### src/rtl/imm_operand_encoder_pkg.sv
// Purpose : shared types, widths and rotate helper for the immediate operand encoder.
// Latency : n/a (declarations only).
// Backpres: n/a.
// Contents: FSM state encoding, field widths, rol32(value, amt5) shared with the Val2 generator.
package imm_operand_encoder_pkg;

  localparam int ROT_W           = 4;
  localparam int IMM8_W          = 8;
  localparam int SHIFT_OPERAND_W = 12;
  localparam int NUM_ROT         = 16;

  localparam logic [1:0] ST_IDLE_ENC   = 2'd0;
  localparam logic [1:0] ST_SEARCH_ENC = 2'd1;
  localparam logic [1:0] ST_DONE_ENC   = 2'd2;

  typedef enum logic [1:0] {
    ST_IDLE   = ST_IDLE_ENC,
    ST_SEARCH = ST_SEARCH_ENC,
    ST_DONE   = ST_DONE_ENC
  } state_e;

  // True 32-bit rotate left. A right shift by 32 yields zero, so amt5=0
  // degenerates cleanly to the identity.
  function automatic logic [31:0] rol32(input logic [31:0] value, input logic [4:0] amt5);
    logic [5:0] rsh;
    rsh = 6'd32 - {1'b0, amt5};
    return (value << amt5) | (value >> rsh);
  endfunction

endpackage

### src/rtl/imm_operand_encoder_rot_check.sv
// Purpose : tests one rotation candidate k: hit when ROL(value, 2k) fits in 8 bits.
// Latency : combinational.
// Backpres: none.
// Ports   : value_i (32b), k_i (rotate_imm) in; hit_o, imm8_o out.
module imm_rot_check
  import imm_operand_encoder_pkg::*;
(
  input  logic [31:0]       value_i,
  input  logic [ROT_W-1:0]  k_i,
  output logic              hit_o,
  output logic [IMM8_W-1:0] imm8_o
);

  logic [31:0] rotated;

  // Rotating left by 2k undoes the architectural ROR(imm8, 2k).
  assign rotated = rol32(value_i, {k_i, 1'b0});
  assign hit_o   = (rotated[31:IMM8_W] == '0);
  assign imm8_o  = rotated[IMM8_W-1:0];

endmodule

### src/rtl/imm_operand_encoder.sv
// Purpose : searches rotations for an ARM {rotate_imm, imm8} encoding of a 32-bit constant.
// Latency : floor(k/ROT_PER_CYCLE)+1 cycles on a hit at k, 16/ROT_PER_CYCLE on a miss.
// Backpres: one request at a time; result held in DONE until out_ready, in_ready only in IDLE.
// Ports   : clk, rst (sync, active-high); in_valid/in_ready/in_value request;
//           out_valid/out_ready/out_found/out_shift_operand result.
// Option  : IMM_ENC_INVERT_EN also searches ~value and adds out_inverted.
module imm_operand_encoder
  import imm_operand_encoder_pkg::*;
#(
  parameter int ROT_PER_CYCLE = 1
) (
  input  logic                       clk,
  input  logic                       rst,
  input  logic                       in_valid,
  output logic                       in_ready,
  input  logic [31:0]                in_value,
  output logic                       out_valid,
  input  logic                       out_ready,
  output logic                       out_found,
  output logic [SHIFT_OPERAND_W-1:0] out_shift_operand
`ifdef IMM_ENC_INVERT_EN
  ,
  output logic                       out_inverted
`endif
);

  localparam logic [ROT_W-1:0] ROT_STEP = ROT_W'(ROT_PER_CYCLE);
  localparam logic [ROT_W-1:0] ROT_LAST = ROT_W'(NUM_ROT - ROT_PER_CYCLE);

  state_e                     state_q;
  logic [ROT_W-1:0]           rot_q;
  logic [31:0]                value_q;
  logic                       in_ready_q;
  logic                       out_valid_q;
  logic                       found_q;
  logic [SHIFT_OPERAND_W-1:0] shift_op_q;

  logic [ROT_PER_CYCLE-1:0]   dir_hit;
  logic [IMM8_W-1:0]          dir_imm [ROT_PER_CYCLE];
  logic [ROT_W-1:0]           lane_k  [ROT_PER_CYCLE];

  logic                       hit_any;
  logic [ROT_W-1:0]           hit_k;
  logic [IMM8_W-1:0]          hit_imm;
  logic                       last_blk;

`ifdef IMM_ENC_INVERT_EN
  logic [ROT_PER_CYCLE-1:0]   inv_hit;
  logic [IMM8_W-1:0]          inv_imm [ROT_PER_CYCLE];
  logic                       hit_inv;
  logic                       inverted_q;
`endif

  // rot_q is always a multiple of ROT_PER_CYCLE, so lane k never wraps past 15.
  for (genvar g = 0; g < ROT_PER_CYCLE; g++) begin : g_lane
    assign lane_k[g] = rot_q + ROT_W'(g);

    imm_rot_check u_dir (
      .value_i (value_q),
      .k_i     (lane_k[g]),
      .hit_o   (dir_hit[g]),
      .imm8_o  (dir_imm[g])
    );

`ifdef IMM_ENC_INVERT_EN
    imm_rot_check u_inv (
      .value_i (~value_q),
      .k_i     (lane_k[g]),
      .hit_o   (inv_hit[g]),
      .imm8_o  (inv_imm[g])
    );
`endif
  end

  // Walk lanes high to low so the lowest k overwrites; within a lane the
  // direct check comes last so it beats the inverted one.
  always_comb begin
    hit_any = 1'b0;
    hit_k   = '0;
    hit_imm = '0;
`ifdef IMM_ENC_INVERT_EN
    hit_inv = 1'b0;
`endif
    for (int i = ROT_PER_CYCLE - 1; i >= 0; i--) begin
`ifdef IMM_ENC_INVERT_EN
      if (inv_hit[i]) begin
        hit_any = 1'b1;
        hit_k   = lane_k[i];
        hit_imm = inv_imm[i];
        hit_inv = 1'b1;
      end
`endif
      if (dir_hit[i]) begin
        hit_any = 1'b1;
        hit_k   = lane_k[i];
        hit_imm = dir_imm[i];
`ifdef IMM_ENC_INVERT_EN
        hit_inv = 1'b0;
`endif
      end
    end
  end

  assign last_blk = (rot_q == ROT_LAST);

  always_ff @(posedge clk) begin
    if (rst) begin
      state_q     <= ST_IDLE;
      rot_q       <= '0;
      value_q     <= '0;
      in_ready_q  <= 1'b1;
      out_valid_q <= 1'b0;
      found_q     <= 1'b0;
      shift_op_q  <= '0;
`ifdef IMM_ENC_INVERT_EN
      inverted_q  <= 1'b0;
`endif
    end else begin
      case (state_q)
        ST_IDLE: begin
          if (in_valid && in_ready_q) begin
            value_q    <= in_value;
            rot_q      <= '0;
            in_ready_q <= 1'b0;
            state_q    <= ST_SEARCH;
          end
        end
        ST_SEARCH: begin
          if (hit_any) begin
            found_q     <= 1'b1;
            shift_op_q  <= {hit_k, hit_imm};
`ifdef IMM_ENC_INVERT_EN
            inverted_q  <= hit_inv;
`endif
            out_valid_q <= 1'b1;
            state_q     <= ST_DONE;
          end else if (last_blk) begin
            found_q     <= 1'b0;
            shift_op_q  <= '0;
`ifdef IMM_ENC_INVERT_EN
            inverted_q  <= 1'b0;
`endif
            out_valid_q <= 1'b1;
            state_q     <= ST_DONE;
          end else begin
            rot_q <= rot_q + ROT_STEP;
          end
        end
        ST_DONE: begin
          if (out_ready) begin
            out_valid_q <= 1'b0;
            in_ready_q  <= 1'b1;
            state_q     <= ST_IDLE;
          end
        end
        default: begin
          state_q     <= ST_IDLE;
          in_ready_q  <= 1'b1;
          out_valid_q <= 1'b0;
        end
      endcase
    end
  end

  assign in_ready          = in_ready_q;
  assign out_valid         = out_valid_q;
  assign out_found         = found_q;
  assign out_shift_operand = shift_op_q;
`ifdef IMM_ENC_INVERT_EN
  assign out_inverted      = inverted_q;
`endif

endmodule

### config.mk
export PLATFORM = sky130hd
export DESIGN_NAME = imm_operand_encoder
export DESIGN_NICKNAME = d
export VERILOG_FILES = /design/src/rtl/imm_operand_encoder_pkg.sv /design/src/rtl/imm_operand_encoder_rot_check.sv /design/src/rtl/imm_operand_encoder.sv
export SDC_FILE = /design/constraint.sdc
export NUM_CORES = 1
export LEC_CHECK = 0
export CAP_MARGIN = 25
export CORE_MARGIN = 2
export CORE_UTILIZATION = 40
export DETAILED_ROUTE_END_ITERATION = 16
export GPL_ROUTABILITY_DRIVEN = 0
export PLACE_DENSITY = 0.68
export RECOVER_POWER = 100
export SLEW_MARGIN = 25
export SYNTH_ARGS = -nofsm -noshare
export SYNTH_HDL_FRONTEND = slang
export SYNTH_SLANG_ARGS = --single-unit
### constraint.sdc
create_clock -name clk -period 3.2 [get_ports clk]
set_input_delay 0.64 -clock clk [delete_from_list [all_inputs] [get_ports clk]]
set_output_delay 0.64 -clock clk [all_outputs]
set_load 0.05 [all_outputs]
# ---- Word level (Yosys, flattened, before mapping)
# Index checks and enable logic that the tools add are counted.
# W data, S select, Z words.
dict set report word_totals {
  memories 0
  wordCells 56
  register_bits 53
  out_inout_bits 15
  latchBits 0
  mem_bits_ro 0
  inputBits 36
  ramBits 0
}
dict set report classes {
  div 0
  n_bitwise 3
  n_addsub 2
  n_eq_ne 8
  multipliers 0
  shift 2
  reduce_logical 11
  n_lt_le_gt_ge 0
  mux 23
}
# op count
set ops {}
lappend ops {{$or A32 B32 Y32} 1}
lappend ops {{$shl A32 B5 Y32} 1}
lappend ops {{$shr A32 B6 Y32} 1}
lappend ops {{$logic_not A24 Y1} 1}
lappend ops {{$mux W12} 2}
lappend ops {{$mux W4} 4}
lappend ops {{$reduce_and A3 Y1} 3}
lappend ops {{$mux W1} 8}
lappend ops {{$mux W2} 4}
lappend ops {{$mux W8} 1}
lappend ops {{$ne A2 B2 Y1 const B} 4}
lappend ops {{$pmux W4 S2} 1}
lappend ops {{$pmux W1 S3} 2}
lappend ops {{$pmux W2 S3} 1}
lappend ops {{$sub A6 B5 Y6 const A} 1}
lappend ops {{$add A4 B1 Y4 const B} 1}
lappend ops {{$eq A4 B4 Y1 const B} 1}
lappend ops {{$reduce_and A2 Y1} 2}
lappend ops {{$reduce_and A4 Y1} 1}
lappend ops {{$reduce_bool A2 Y1} 2}
lappend ops {{$ne A3 B3 Y1 const B} 1}
lappend ops {{$eq A2 B1 Y1 const B} 1}
lappend ops {{$eq A2 B2 Y1 const B} 1}
lappend ops {{$logic_not A2 Y1} 1}
lappend ops {{other kinds (2)} 3}

# ---- Depth between registers and ports, before layout
# Gate-level depths: netlist of run 1.
dict set report logic_depth {
  ltp_word 7
  depth_mapped 15
  mapped_depth_nobuf 10
}

# ---- Hierarchy
# From an unflattened synthesis of run 1, not the netlist that was laid out.
dict set report unflattened {
  hier_cells 450
  hier_area_um2 3503.4
}
# module cells_per_inst area_each_um2 instances seq_area_each_um2
set modules_own_cells {}
lappend modules_own_cells {imm_operand_encoder 220 1926.8 1 1061.0}
lappend modules_own_cells {imm_rot_check 230 1576.5 1 0.0}

# ---- Worst setup path before layout of run 1
# No wires, ideal clock.
dict set report synth_timing {
  path_type {flip-flop to flip-flop}
  from {reg rot_q[0]}
  to {reg shift_op_q[4] (netlist: out_shift_operand[4])}
  period_less_slack_ps 3205
  setup_time_ps 116
  t_required_ps 3084
  arrival_ps 3089
  slack_ps -5
  n_path_buf 5
  stages_incl_launch_ff 16
  path_cell_list {dfxtp_1 > buf_6 > inv_1 > clkbuf_8 > ha_1 > clkbuf_1 > buf_6 > mux2i_1 > o221ai_1 > a211oi_1 > o21ai_0 > o211a_2 > a311oi_4 > nand2_4 > buf_6 > a31o_1}
}
dict set report synth_between {
  elab_chain_cells 7
  elab_cells_between_ends 11
  classes_between {add/sub (1); eq/ne (1); shift (2); mux (3); bitwise (1); reduce/logical (3)}
}
# element line
set synth_rtl {}
lappend synth_rtl {{from (decl)} imm_operand_encoder.sv:31} ;# logic [ROT_W-1:0] rot_q;
lappend synth_rtl {{from (signal assigned)} imm_operand_encoder.sv:146} ;# rot_q <= rot_q + ROT_STEP;
lappend synth_rtl {{$sub A6 B5 Y6} imm_operand_encoder_pkg.sv:26} ;# rsh = 6'd32 - {1'b0, amt5};
lappend synth_rtl {{$shr A32 B6 Y32} imm_operand_encoder_pkg.sv:27} ;# return (value << amt5) | (value >> rsh);
lappend synth_rtl {{$or A32 B32 Y32} imm_operand_encoder_pkg.sv:27}
lappend synth_rtl {{$logic_not A24 Y1} imm_operand_encoder_rot_check.sv:18} ;# assign hit_o = (rotated[31:IMM8_W] == '0);
lappend synth_rtl {{$mux W1} imm_operand_encoder.sv:93} ;# if (dir_hit[i]) begin
lappend synth_rtl {{$reduce_bool A2 Y1 (no line)} -}
lappend synth_rtl {{$reduce_and A2 Y1 (no line)} -}
lappend synth_rtl {{to (signal assigned)} imm_operand_encoder.sv:131} ;# shift_op_q <= {hit_k, hit_imm};
lappend synth_rtl {{to (decl)} imm_operand_encoder.sv:36} ;# logic [SHIFT_OPERAND_W-1:0] shift_op_q;
# Several ways; a longest one is shown, not always the timed one.
# A chain may end at the register's enable or synchronous reset.

# ---- Final worst setup path of run 1
dict set report layout_timing {
  from {reg rot_q[1]}
  to {reg shift_op_q[11] (netlist: out_shift_operand[11])}
}
# Same word-level chain as after synthesis.

==> results summary, run 1 <==
The area occupied by registers is 1062 µm². The highest fanout seen on the critical path came out at 30. Clock-pin slew was measured on the worst setup and hold paths at 0.09 ns.

The overflow left after global routing came out at 0. The fill cell total of the finished layout came out at 921. The proportion of synthesized area in mux cells is 0.2188. The peak ir drop on the vdd network came out at 175.4 µV. The setup path with the least slack is of type flop to flop. Compared with the post-synthesis result, the final layout area differs by 16.30%. The die height came out at 104.2 µm. The final count of hold timing violations is 0. The area enclosed by the die boundary is 10850 µm². The number of max-capacitance violations reported is 0. The detailed-route wire length per cell is 16.45 µm. The total half-perimeter wirelength after legalization and detailed placement is 7262 µm. The first-pass GRT wire length came out at 17600 µm. The flow ran to the end, and the final reports show no timing, DRC or antenna violations. The layout net count came out at 541.

The first routing iteration left 239 violations. Between clock sinks in the finished design, the worst skew comes to 0.007963 ns. The count of port buffers added during placement is 50. The post-synthesis compound-gate area fraction came out at 0.2039. The post-synthesis cell area is 4014 µm². Of the total synthesized cell area, the portion taken by AND, OR, NAND and NOR gates is 0.2291. STA classifies the critical path endpoint as a flop. The net count after synthesis is 518. The ratio of final minimum period to clock period came out at 0.9395. The detailed router placed 3726 vias in this run. The type of element launching the critical path is a flop. In the routed design, unresolved DRC markers number 0.

For this run, the number of Yosys warnings is 0. The path class of the tightest hold or removal check is flop to flop. The main flop type after synthesis is sky130_fd_sc_hd__dfxtp_1.

The global router's overall resource usage came out at 0.1939. The area share of xor/xnor cells in the synthesized design is 0.006546. Static timing analysis puts the maximum clock frequency at 332.6 MHz. In the post-synthesis netlist, the biggest area contributors are sky130_fd_sc_hd__dfxtp_1 26%, sky130_fd_sc_hd__mux4_2 8.4%, sky130_fd_sc_hd__nand2_1 8.2%. The post-detailed-route count of antenna-violating nets came out at 0. The detailed-routing iteration count for the pre-antenna-repair pass is 5. The clock latency at the later pin of the worst-skew pair is 0.32 ns. After floorplanning, the core was divided into 36 placement rows.

The largest incremental delay on the critical path came out at 0.35 ns. By area, the combinational part of the netlist is dominated by simple AND/OR/NAND/NOR gates. Setup repair after global routing left no endpoint under its margin. The deepest level of the CTS H-tree came out at 2. The number of antenna violations at the first check in global routing is 0. After synthesis, the most frequently instantiated cells are 88 x sky130_fd_sc_hd__nand2_1, 53 x sky130_fd_sc_hd__dfxtp_1, 50 x sky130_fd_sc_hd__a21oi_1.

The synthesized instance count came out at 480. The most numerous cell type found on the critical path is sky130_fd_sc_hd__buf_4. The clock passes through at most 2 buffers.

The tightest slew margin relative to the limit came out at 0.4629. Summed over all cells, the static leakage comes to 1.664 nW. TritonCTS built the clock tree. The number of antenna diodes in the final layout is 0. In the post-synthesis netlist, the cell with the most instances is sky130_fd_sc_hd__nand2_1. Entering global routing, the biggest net connects 67 pins. Among all stages on the critical path, the largest delay is contributed by sky130_fd_sc_hd__dfxtp_1. Counting distinct cell types in the post-synthesis netlist gives 66. In the synthesized netlist the async set-or-reset flop fraction comes to 0. The clock buffer count from CTS came out at 5. The setup TNS after final layout came out at 0 ns.

The die span in x is 104.2 µm. The number of flip-flops and latches in the synthesized netlist is 53. The initial core utilization came out at 0.4107. For the pin with the worst max-slew slack, the measured transition is 0.8000 ns. The count of buffering cells on the critical path with inverters included is 2. The share of post-route cells with drive strength above 1 came out at 0.1270. Of the total synthesized cell area, the portion taken by full adders, half adders and majority gates is 0.006234. The critical path crosses 10 cells after its start point. Once placement completed, the tool counted placed cells totaling 625.

The power density relative to cell area came out at 411.9 nW/µm². The endpoint required time on the critical path is 3.40 ns. The floorplan core area is 9774 µm². The arrival time reported for the critical path endpoint is 3.21 ns. The number of top-level design ports came out at 51. The count of clock tree sinks is 53.

The final critical delay including setup and external delays is 3.006 ns. The gate family responsible for the most delay along the worst path is compound AO/OA/AOI/OAI gates. After synthesis, the mean cell area works out to 8.362 µm².

The clock root buffer is sky130_fd_sc_hd__clkbuf_8. Walking the worst path, the cells encountered are buf_4 > nor3b_1 > o221ai_1 > a21oi_1 > and3_1 > o211ai_1 > a311oi_4 > buf_4 > nand2_1 > mux2i_1. The number of stages on the worst hold path is 2.

The number of standard cells in the final layout excluding fillers came out at 637. The number of max-slew violations in the final report came out at 0. The total area of multi-input combinational cells is 2678 µm². The number of cells traversed by the worst register-to-register path is 10. The number of synthesized flops with an enable pin came out at 0. The total wire length is 10480 µm. The sequential area share after synthesis came out at 0.2643. The average vias per placed instance came out at 5.849.

The share of Yosys cell area claimed by the top area cell type came out at 0.2643. The count of final setup violators came out at 0. The via count of the first global-routing pass came out at 3581. The largest area contributor in the synthesized netlist is sky130_fd_sc_hd__dfxtp_1.
stage by stage:
stage / hold slack, ns / area (µm²) / util / total power [mW] / setup slack (ns)
5_1_grt: 0.4828 / 4668 / 0.4776 / 2.031 / 0.03355
2_1_floorplan: 0.4675 / 4015 / - / 1.355 / 0.008888
4_1_cts: 0.4744 / 4619 / 0.4726 / 1.912 / 0.1234
3_3_place_gp: 0.4506 / 4537 / 0.4642 / 1.527 / 0.2263
3_5_place_dp: 0.4609 / 4537 / 0.4642 / 1.542 / 0.1365
6_report: 0.4643 / 4668 / 0.4776 / 1.923 / 0.1936
timing repair:
| item | in CTS | in global routing |
|---|---|---|
| buffers inserted | 0 | 2 |
| setup endpoints to repair | 0 | 20 |
| gates resized for setup | 0 | 3 |
| hold buffers | 0 | 0 |
registers in the layout, summed over array words and instances (netlist names):
| register | cells |
|---|---|
| out_valid | 1 |
| out_found | 1 |
| out_shift_operand | 12 |
| value_q | 32 |
| in_ready | 1 |
| rot_q | 4 |
| state_q | 2 |
cell families after synthesis:
group | count (synthesis)
multiplexers | 57
adder cells (fa/ha/maj) | 2
flip-flops | 53
AO/OA/AOI/OAI | 122
XOR/XNOR | 3
AND/OR/NAND/NOR | 187
buffers and inverters | 56
worst register-to-register path: stages, from the launching register on:
cell	delay (ns)
sky130_fd_sc_hd__dfxtp_1	0.35
sky130_fd_sc_hd__buf_4	0.33
sky130_fd_sc_hd__nor3b_1	0.33
sky130_fd_sc_hd__o221ai_1	0.18
sky130_fd_sc_hd__a21oi_1	0.35
sky130_fd_sc_hd__and3_1	0.30
sky130_fd_sc_hd__o211ai_1	0.22
sky130_fd_sc_hd__a311oi_4	0.27
sky130_fd_sc_hd__buf_4	0.17
sky130_fd_sc_hd__nand2_1	0.21
sky130_fd_sc_hd__mux2i_1	0.18
placed cells by master, fill, tap and decap left out, types with 5 or more instances in the layout:
cell type,instances
sky130_fd_sc_hd__a21oi_1,50
sky130_fd_sc_hd__a31o_1,5
sky130_fd_sc_hd__a31oi_1,6
sky130_fd_sc_hd__buf_4,13
sky130_fd_sc_hd__clkbuf_8,5
sky130_fd_sc_hd__clkdlybuf4s50_1,33
sky130_fd_sc_hd__dfxtp_1,52
sky130_fd_sc_hd__dlygate4sd3_1,16
sky130_fd_sc_hd__mux2_2,5
sky130_fd_sc_hd__mux2i_1,30
sky130_fd_sc_hd__mux4_1,7
sky130_fd_sc_hd__mux4_2,15
sky130_fd_sc_hd__nand2_1,89
sky130_fd_sc_hd__nand2b_1,9
sky130_fd_sc_hd__nand3_1,9
sky130_fd_sc_hd__nor2_1,27
sky130_fd_sc_hd__nor3_1,15
sky130_fd_sc_hd__nor4_1,13
sky130_fd_sc_hd__nor4_2,5
sky130_fd_sc_hd__o21ai_0,13
sky130_fd_sc_hd__o21bai_1,5
sky130_fd_sc_hd__o22ai_1,8
where the power goes:
group / internal, mW / switching (mW)
registers: 0.698 / 0.0735
clock network: 0.152 / 0.220
logic: 0.364 / 0.415
path summary, 6_finish.rpt:
path | endpoint | slack (ns) | startpoint
max | out_shift_operand[11]$_SDFFE_PP0P_ | 0.19 | rot_q[1]$_SDFFE_PP0P_
min | out_shift_operand[1]$_SDFFE_PP0P_ | 0.46 | out_shift_operand[1]$_SDFFE_PP0P_
max reg2reg | out_shift_operand[11]$_SDFFE_PP0P_ | 0.19 | rot_q[1]$_SDFFE_PP0P_
min reg2reg | out_shift_operand[1]$_SDFFE_PP0P_ | 0.46 | out_shift_operand[1]$_SDFFE_PP0P_
metal layers:
metal,up-vias,routed length [µm],track usage
met1,1767,4722,0.2486
met3,17,460,0.02569
li1,1831,-,-
met4,0,226,0.07432
met2,111,5072,0.3318
met5,-,0,0
final cells by class:
class	count	share of cell area
clock buffer	6	0.01555
clock inverter	2	0.002144
inverter	4	0.003216
multi-input combinational	372	0.5736
sequential	53	0.2276
tap	133	0.03565
timing repair buffer	67	0.1423
Power figures use the tool's default switching activity.
==> inputs of run 2 (changes only) <==
--- a/config.mk
+++ b/config.mk
@@ -10,6 +10,7 @@
 export CORE_UTILIZATION = 40
 export DETAILED_ROUTE_END_ITERATION = 16
 export GPL_ROUTABILITY_DRIVEN = 0
+export MAX_ROUTING_LAYER = met4
 export PLACE_DENSITY = 0.68
 export RECOVER_POWER = 100
 export SLEW_MARGIN = 25
==> run 2 against run 1 <==
Clock power about the same. Critical endpoint is now state_q[1]$_SDFFE_PP0P_. Core utilization decreased by 0.26 points. First-iteration DRC count grew 28%. Count of clock-buffer cells in the layout stayed put. Power is 0.30% lower. Register-to-register slack barely moved. Sequential power is essentially flat.
==> results summary, run 2 (synthesis results as in run 1) <==
The total wire length is 10450 µm (was 10480 µm). The via count of the first global-routing pass was 3571 (was 3581). The count of inserted antenna diode cells was 0 (unchanged). The number of max-slew violations in the final report was 0 (unchanged). The clock input transition at the sequential cells of the worst setup and hold paths is 0.09 ns (about the same).

The tightest slew margin relative to the limit came out at 0.3215 (was 0.4629). The share of post-route cells with drive strength above 1 came out at 0.1292 (was 0.1270). The start of the worst register-to-register path is rot_q[1]$_SDFFE_PP0P_ (unchanged). The number of max-capacitance violations reported was 0 (unchanged).

The design internal power is 1.210 mW (was 1.214 mW). The clock latency at the later pin of the worst-skew pair came to 0.32 ns (about the same). The highest fanout seen on the critical path is 30 (unchanged). The count of clock tree sinks came out at 53 (unchanged). The initial core utilization came out at 0.4107 (unchanged).

The most common cell after layout, fill and taps aside is sky130_fd_sc_hd__nand2_1 (unchanged). The vias after detailed routing is 3728 (was 3726). The fill cell total of the finished layout was 926 (was 921).

The average vias per placed instance is 5.862 (was 5.849). The combinational group share of total power came out at 0.404 (was 0.405). The net switching power figure came out at 706.8 µW (was 708.4 µW). The share of the core filled with cells in the final layout came to 0.4750 (was 0.4776).

The die span in x was 104.2 µm (unchanged). The number of top-level design ports is 51 (unchanged). The number of antenna violations at the first check in global routing is 0 (unchanged). The final critical delay including setup and external delays came out at 2.998 ns (was 3.006 ns).

The final count of hold timing violations came out at 0 (unchanged). The arrival time reported for the critical path endpoint came out at 3.23 ns (was 3.21 ns). The first-pass GRT wire length was 17610 µm (was 17600 µm). The die height is 104.2 µm (unchanged). The floorplan core area is 9774 µm² (unchanged).

The buffer levels on the longest clock path came out at 2 (unchanged). The startpoint of the most critical setup path was rot_q[1]$_SDFFE_PP0P_ (unchanged). The kind of path behind the tightest hold check is flop to flop (unchanged). The deepest level of the CTS H-tree is 2 (unchanged).

The count of port buffers added during placement is 50 (unchanged). The clock skew after layout is 0.005715 ns (was 0.007963 ns). The start-to-end type of the worst setup path was flop to flop (unchanged). RSZ-0062 raised after global routing: no (unchanged). The top achievable clock speed is 333.5 MHz (was 332.6 MHz). The origin of the worst min-delay path was out_shift_operand[11]$_SDFFE_PP0P_ (was out_shift_operand[1]$_SDFFE_PP0P_). The register bank with the most flops is value_q (unchanged).

The pin slew with the least headroom to its limit is 1.018 ns (was 0.8000 ns). The switching share of power is 0.3687 (was 0.3684). The detailed-route DRC error count came out at 0 (unchanged). The type of element launching the critical path is a flop (unchanged). The clock root buffer is sky130_fd_sc_hd__clkbuf_8 (unchanged). The detailed-route wire length per cell came to 16.44 µm (was 16.45 µm). The peak ir drop on the vdd network came out at 174.5 µV (was 175.4 µV). The detailed-routing iteration count for the pre-antenna-repair pass is 4 (was 5).

The starting DRC count in detailed routing is 305 (was 239). The kind of end point of the critical path is a flop (unchanged). The power density relative to cell area came out at 412.9 nW/µm² (was 411.9 nW/µm²). The clock network fraction of design power is 0.194 (about the same). The number of flip-flops in the largest register is 32 (unchanged). The maximum number of pins on one net before global-route repair came out at 67 (unchanged).

The number of rows created at floorplan is 36 (unchanged). The post-detailed-route count of antenna-violating nets is 0 (unchanged). The count of final setup violators came out at 0 (unchanged).

The ratio of final minimum period to clock period is 0.9369 (was 0.9395). Result of the run: completed (unchanged). The clock buffer count from CTS is 5 (unchanged). The total half-perimeter wirelength after legalization and detailed placement came out at 7262 µm (unchanged). The area enclosed by the die boundary came out at 10850 µm² (unchanged). The leakage component of the power came out at 1.637 nW (was 1.664 nW).

The global router's overall resource usage is 0.1996 (was 0.1939). The signed area change from the synthesized netlist to the final layout came to 15.68% (was 16.30%). Top library cells by usage in the layout, fill and taps aside: 88 x sky130_fd_sc_hd__nand2_1, 52 x sky130_fd_sc_hd__dfxtp_1, 50 x sky130_fd_sc_hd__a21oi_1, 33 x sky130_fd_sc_hd__clkdlybuf4s50_1, 30 x sky130_fd_sc_hd__mux2i_1 (was 89 x sky130_fd_sc_hd__nand2_1, 52 x sky130_fd_sc_hd__dfxtp_1, 50 x sky130_fd_sc_hd__a21oi_1, 33 x sky130_fd_sc_hd__clkdlybuf4s50_1, 30 x sky130_fd_sc_hd__mux2i_1). The overall power after layout came out at 1.917 mW (was 1.923 mW). The setup TNS after final layout came out at 0 ns (unchanged).

The number of hold buffers added after cts is 0 (unchanged). The CTS tree was done (unchanged). The layout net count is 540 (was 541). The overflow left after global routing came out at 0 (unchanged).

The endpoint required time on the critical path is 3.43 ns (was 3.40 ns). The sequential share of power is 0.402 (was 0.401).
## run 2: path summary, 6_finish.rpt
check / endpoint / slack (ns) / cells after the start
max: state_q[1]$_SDFFE_PP0P_ / 0.20 / 9
min: out_shift_operand[11]$_SDFFE_PP0P_ / 0.47 / 2
max reg2reg: state_q[1]$_SDFFE_PP0P_ / 0.20 / 9
min reg2reg: out_shift_operand[11]$_SDFFE_PP0P_ / 0.47 / 2
## run 2: metrics by stage
| stage | area, µm² | hold WS [ns] | std cells | worst slack [ns] |
|---|---|---|---|---|
| after floorplan | 4015 | 0.4675 | 480 | 0.008888 |
| after global placement | 4537 | 0.4506 | 625 | 0.2263 |
| after detailed placement | 4537 | 0.4609 | 625 | 0.1365 |
| after CTS | 4619 | 0.4744 | 633 | 0.1234 |
| after global routing | 4643 | 0.4823 | 636 | 0.03167 |
| final | 4643 | 0.4665 | 636 | 0.2018 |
## run 2: power groups by stage
stage          clock [mW]  sequential [mW]  combinational [mW]
2_1_floorplan           0            0.754               0.600
3_3_place_gp            0            0.786               0.741
3_5_place_dp            0            0.786               0.755
4_1_cts             0.383            0.771               0.758
5_1_grt             0.402            0.782               0.843
6_report            0.371            0.771               0.775
## run 2: what timing repair did
action	CTS	global route
resized for setup	0	3
setup endpoints to repair	0	20
setup buffers	0	2
## run 2: cell type report
class                           count  area, µm²  share of cell area
Multi-Input combinational cell    372       2680              0.5772
Sequential cell                    53       1062              0.2288
Tap cell                          133      166.4             0.03584
Clock inverter                      2      10.01            0.002156
Clock buffer                        6      72.57             0.01563
Inverter                            4      15.01            0.003234
Timing Repair Buffer               66      636.9              0.1372
## run 2: critical path: stages, from the launching register on
cell and delay (ns):
sky130_fd_sc_hd__dfxtp_1 0.35, sky130_fd_sc_hd__buf_4 0.33, sky130_fd_sc_hd__nor3b_1 0.32, sky130_fd_sc_hd__o221ai_1 0.18, sky130_fd_sc_hd__a21oi_1 0.34, sky130_fd_sc_hd__and3_1 0.29
sky130_fd_sc_hd__o211ai_1 0.22, sky130_fd_sc_hd__a311o_2 0.49, sky130_fd_sc_hd__and2_1 0.21, sky130_fd_sc_hd__o31ai_2 0.17
## run 2: metal layers
layer	vias up	track usage	share of wire
li1	1830	-	-
met1	1764	0.2490	0.44
met2	117	0.3318	0.48
met3	17	0.02569	0.053
met4	0	0.07432	0.021
met5	-	-	0
==> inputs of run 3 (changes only) <==
--- a/config.mk
+++ b/config.mk
@@ -5,14 +5,16 @@
 export SDC_FILE = /design/constraint.sdc
 export NUM_CORES = 1
 export LEC_CHECK = 0
+export ABC_AREA = 1
 export CAP_MARGIN = 25
 export CORE_MARGIN = 2
 export CORE_UTILIZATION = 40
 export DETAILED_ROUTE_END_ITERATION = 16
 export GPL_ROUTABILITY_DRIVEN = 0
 export MAX_ROUTING_LAYER = met4
-export PLACE_DENSITY = 0.68
+export PLACE_DENSITY = 0.66
 export RECOVER_POWER = 100
+export REMOVE_ABC_BUFFERS = 1
 export SLEW_MARGIN = 25
 export SYNTH_ARGS = -nofsm -noshare
 export SYNTH_HDL_FRONTEND = slang
==> constraint.sdc (replaced) <==
create_clock -name clk -period 3.3 [get_ports clk]
set_input_delay 0.66 -clock clk [delete_from_list [all_inputs] [get_ports clk]]
set_output_delay 0.66 -clock clk [all_outputs]
set_load 0.05 [all_outputs]
==> run 3 against run 2 <==
Hold slack improved by 0.0039 ns. Power increased by 39%. Design area up 1.1%. Maximum frequency rose by 5.1%. Critical path depth is 7 higher. Largest power group unchanged. Highest routed layer unchanged.
==> results summary, run 3 <==
Result of the run: completed (unchanged). The floorplan core area is 9819 µm² (was 9774 µm²). The clock skew after layout came out at 0.007709 ns (was 0.005715 ns).

Cells traversed along the worst timing path: inv_1 > ha_1 > inv_1 > buf_4 > nand3_1 > nand2_1 > nand2_1 > nand2_1 > nand2_1 > nor2_1 > nand3_1 > nand2_1 > nand4_1 > nor2_2 > nand2_1 > a21oi_1 (was buf_4 > nor3b_1 > o221ai_1 > a21oi_1 > and3_1 > o211ai_1 > a311o_2 > and2_1 > o31ai_2). The number of flip-flops and latches in the synthesized netlist came out at 53 (unchanged). The setup TNS after final layout came out at 0 ns (unchanged). The average size of a mapped cell came out at 5.740 µm² (was 8.362 µm²). The average vias per placed instance is 5.347 (was 5.862). The starting DRC count in detailed routing came out at 282 (was 305). The synthesized instance count is 710 (was 480). The fill cell total of the finished layout is 1098 (was 926).

The area share of xor/xnor cells in the synthesized design came out at 0.002149 (was 0.006546). The maximum number of pins on one net before global-route repair was 38 (was 67). The layout net count came out at 777 (was 540). The number of flip-flops in the largest register came out at 32 (unchanged). The power density relative to cell area came out at 567.3 nW/µm² (was 412.9 nW/µm²). The clock input transition at the sequential cells of the worst setup and hold paths came out at 0.10 ns (was 0.09 ns). The count of buffering cells on the critical path with inverters included came out at 3 (was 1).

The detailed-route wire length per cell came out at 13.71 µm (was 16.44 µm). The area enclosed by the die boundary came out at 11010 µm² (was 10850 µm²). The setup slack of the worst register-to-register path is 0.45 ns (was 0.20 ns). The number of rows created at floorplan came out at 36 (unchanged). The area share of and/or/nand/nor cells after synthesis came out at 0.5094 (was 0.2291). The number of distinct library cells after synthesis is 28 (was 66). The share of synthesized cell area in full adder, half adder and majority cells was 0.006141 (was 0.006234). The proportion of synthesized area in mux cells came out at 0 (was 0.2188).

The library cell with the highest instance count after synthesis is sky130_fd_sc_hd__nand2_1 (unchanged). The count of final setup violators is 0 (unchanged). The tightest slew margin relative to the limit came to 0.4067 (was 0.3215). The number of synthesized flops with an enable pin came to 0 (unchanged). Top cell types by occurrence after synthesis: 213 x sky130_fd_sc_hd__nand2_1, 122 x sky130_fd_sc_hd__nand3_1, 108 x sky130_fd_sc_hd__nor2_1 (was 88 x sky130_fd_sc_hd__nand2_1, 53 x sky130_fd_sc_hd__dfxtp_1, 50 x sky130_fd_sc_hd__a21oi_1). The final critical delay including setup and external delays was 2.853 ns (was 2.998 ns). The total number of yosys warnings is 0 (unchanged).

The sequential area share after synthesis came out at 0.2604 (was 0.2643). The most numerous cell type found on the critical path is sky130_fd_sc_hd__nand2_1. The type of element launching the critical path is a flop (unchanged). The deepest level of the CTS H-tree is 2 (unchanged).

The pin slew with the least headroom to its limit is 0.8899 ns (was 1.018 ns). The number of instances resized during post-cts repair came out at 0 (unchanged). The overall power after layout is 2.662 mW (was 1.917 mW). The number of standard cells in the final layout excluding fillers is 873 (was 636). The share of the core filled with cells in the final layout is 0.4780 (was 0.4750). The worst hold margin came out at 0.4704 ns (was 0.4665 ns). The register bank with the most flops is value_q (unchanged). RSZ-0062 raised after global routing: no (unchanged). The largest area contributor in the synthesized netlist is sky130_fd_sc_hd__dfxtp_1 (unchanged). The clock buffer count from CTS is 5 (unchanged).

The post-synthesis compound-gate area fraction came out at 0.1406 (was 0.2039). The gate family responsible for the most delay along the worst path is simple AND/OR/NAND/NOR gates (was compound AO/OA/AOI/OAI gates). The signed area change from the synthesized netlist to the final layout is 15.17% (was 15.68%).

The start-to-end type of the worst setup path is flop to flop (unchanged). The clock root buffer is sky130_fd_sc_hd__clkbuf_8 (unchanged). The master of the slowest instance on the critical path was sky130_fd_sc_hd__nor2_2 (was sky130_fd_sc_hd__a311o_2).

The detailed-route DRC error count came out at 0 (unchanged). The detailed-routing iteration count for the pre-antenna-repair pass is 5 (was 4). The number of top-level design ports came out at 51 (unchanged).

The number of max-capacitance violations reported came out at 0 (unchanged). The total half-perimeter wirelength after legalization and detailed placement was 8602 µm (was 7262 µm). The post-detailed-route count of antenna-violating nets came out at 0 (unchanged). The peak ir drop on the vdd network is 216.9 µV (was 174.5 µV). The ratio of final minimum period to clock period came out at 0.8645 (was 0.9369). The endpoint required time on the critical path came to 3.53 ns (was 3.43 ns). The share of Yosys cell area claimed by the top area cell type is 0.2604 (was 0.2643). The share of post-route cells with drive strength above 1 is 0.07162 (was 0.1292). The first-pass GRT wire length is 20780 µm (was 17610 µm). The leakage component of the power is 2.203 nW (was 1.637 nW). The overflow left after global routing came to 0 (unchanged). The final count of hold timing violations came out at 0 (unchanged). The post-synthesis cell area is 4075 µm² (was 4014 µm²). The die height came out at 104.9 µm (was 104.2 µm). The clock latency at the later pin of the worst-skew pair is 0.31 ns (was 0.32 ns).

The via count of the first global-routing pass came out at 4495 (was 3571). The count of inserted antenna diode cells came out at 0 (unchanged). The main flop type after synthesis was sky130_fd_sc_hd__dfxtp_1 (unchanged). The number of setup buffers added after CTS came out at 0 (unchanged). The number of hold buffers added after cts came out at 0 (unchanged). The count of port buffers added during placement came to 50 (unchanged). The instance count after placement with tap cells included came out at 865 (was 625). The count of clock tree sinks is 53 (unchanged). Top library cells by usage in the layout, fill and taps aside: 214 x sky130_fd_sc_hd__nand2_1, 122 x sky130_fd_sc_hd__nand3_1, 108 x sky130_fd_sc_hd__nor2_1, 53 x sky130_fd_sc_hd__dfxtp_1, 49 x sky130_fd_sc_hd__o21ai_0 (was 88 x sky130_fd_sc_hd__nand2_1, 52 x sky130_fd_sc_hd__dfxtp_1, 50 x sky130_fd_sc_hd__a21oi_1, 33 x sky130_fd_sc_hd__clkdlybuf4s50_1, 30 x sky130_fd_sc_hd__mux2i_1). The vias after detailed routing came to 4668 (was 3728).

The total wire length came out at 11970 µm (was 10450 µm). The arrival time reported for the critical path endpoint came out at 3.09 ns (was 3.23 ns). The CTS tree is done (unchanged). The main combinational cell family by area after synthesis is simple AND/OR/NAND/NOR gates (unchanged). The number of max-slew violations in the final report was 0 (unchanged).

The most common cell after layout, fill and taps aside was sky130_fd_sc_hd__nand2_1 (unchanged). The initial core utilization is 0.4150 (was 0.4107). Most area-consuming cells after synthesis: sky130_fd_sc_hd__dfxtp_1 26%, sky130_fd_sc_hd__nand2_1 20%, sky130_fd_sc_hd__nand3_1 15% (was sky130_fd_sc_hd__dfxtp_1 26%, sky130_fd_sc_hd__mux4_2 8.4%, sky130_fd_sc_hd__nand2_1 8.2%). The kind of path behind the tightest hold check is flop to flop (unchanged). The global router's overall resource usage was 0.2314 (was 0.1996). The kind of end point of the critical path was a flop (unchanged). The largest incremental delay on the critical path is 0.54 ns (was 0.49 ns). The top achievable clock speed came out at 350.5 MHz (was 333.5 MHz).

The highest fanout seen on the critical path came out at 32 (was 30). The buffer levels on the longest clock path came out at 2 (unchanged). The async set-reset flop share out of synthesis is 0 (unchanged). The die span in x came out at 104.9 µm (was 104.2 µm). The number of antenna violations at the first check in global routing is 0 (unchanged).
-- run 3: layer usage --
metal  wire, µm  track usage
met5          0            -
met3        791      0.02807
met1       5506       0.2919
met4        391      0.08857
met2       5283       0.3785
-- run 3: stage by stage --
stage | setup slack (ns) | instance area (µm²)
after floorplan | -0.8581 | 3864
after global placement | 0.6355 | 4641
after detailed placement | 0.5731 | 4641
after CTS | 0.5591 | 4728
after global routing | 0.1171 | 4693
final | 0.4473 | 4693
-- run 3: cell families (layout without fill, tap and decap cells) --
kind of cell               count (synthesis)  in the layout
xor gates and xnor gates                   1              1
adders and majority gates                  2              2
DFF                                       53             53
and+or+nand+nor                          482            482
buffers and inverters                     74            104
AOI/OAI and AO/OA                         98             98
-- run 3: power by group --
| group | total [mW] | internal, mW | switching, mW |
|---|---|---|---|
| clock | 0.372 | 0.150 | 0.222 |
| combinational | 1.53 | 0.503 | 1.02 |
| sequential | 0.763 | 0.704 | 0.0590 |
-- run 3: cell type report --
class,instances,area (µm²),area share
multi-input combinational,583,2659,0.5665
clock inverter,2,15.01,0.003199
inverter,32,120.1,0.02559
clock buffer,6,72.57,0.01546
sequential,53,1061,0.2261
tap,133,166.4,0.03546
timing repair buffer,64,599.3,0.1277
-- run 3: worst paths after layout --
path	start	depth (start not counted)	endpoint
worst max-delay path	rot_q[0]$_SDFFE_PP0P_	16	out_shift_operand[5]$_SDFFE_PP0P_
worst min-delay path	out_found$_SDFFE_PP0P_	2	out_found$_SDFFE_PP0P_
worst max register to register	rot_q[0]$_SDFFE_PP0P_	16	out_shift_operand[5]$_SDFFE_PP0P_
worst min register to register	out_found$_SDFFE_PP0P_	2	out_found$_SDFFE_PP0P_
-- run 3: tightest hold or removal path: stages (launching register included) --
cell and delay [ns]:
sky130_fd_sc_hd__dfxtp_1 0.32, sky130_fd_sc_hd__nand2_1 0.06, sky130_fd_sc_hd__a21oi_1 0.06
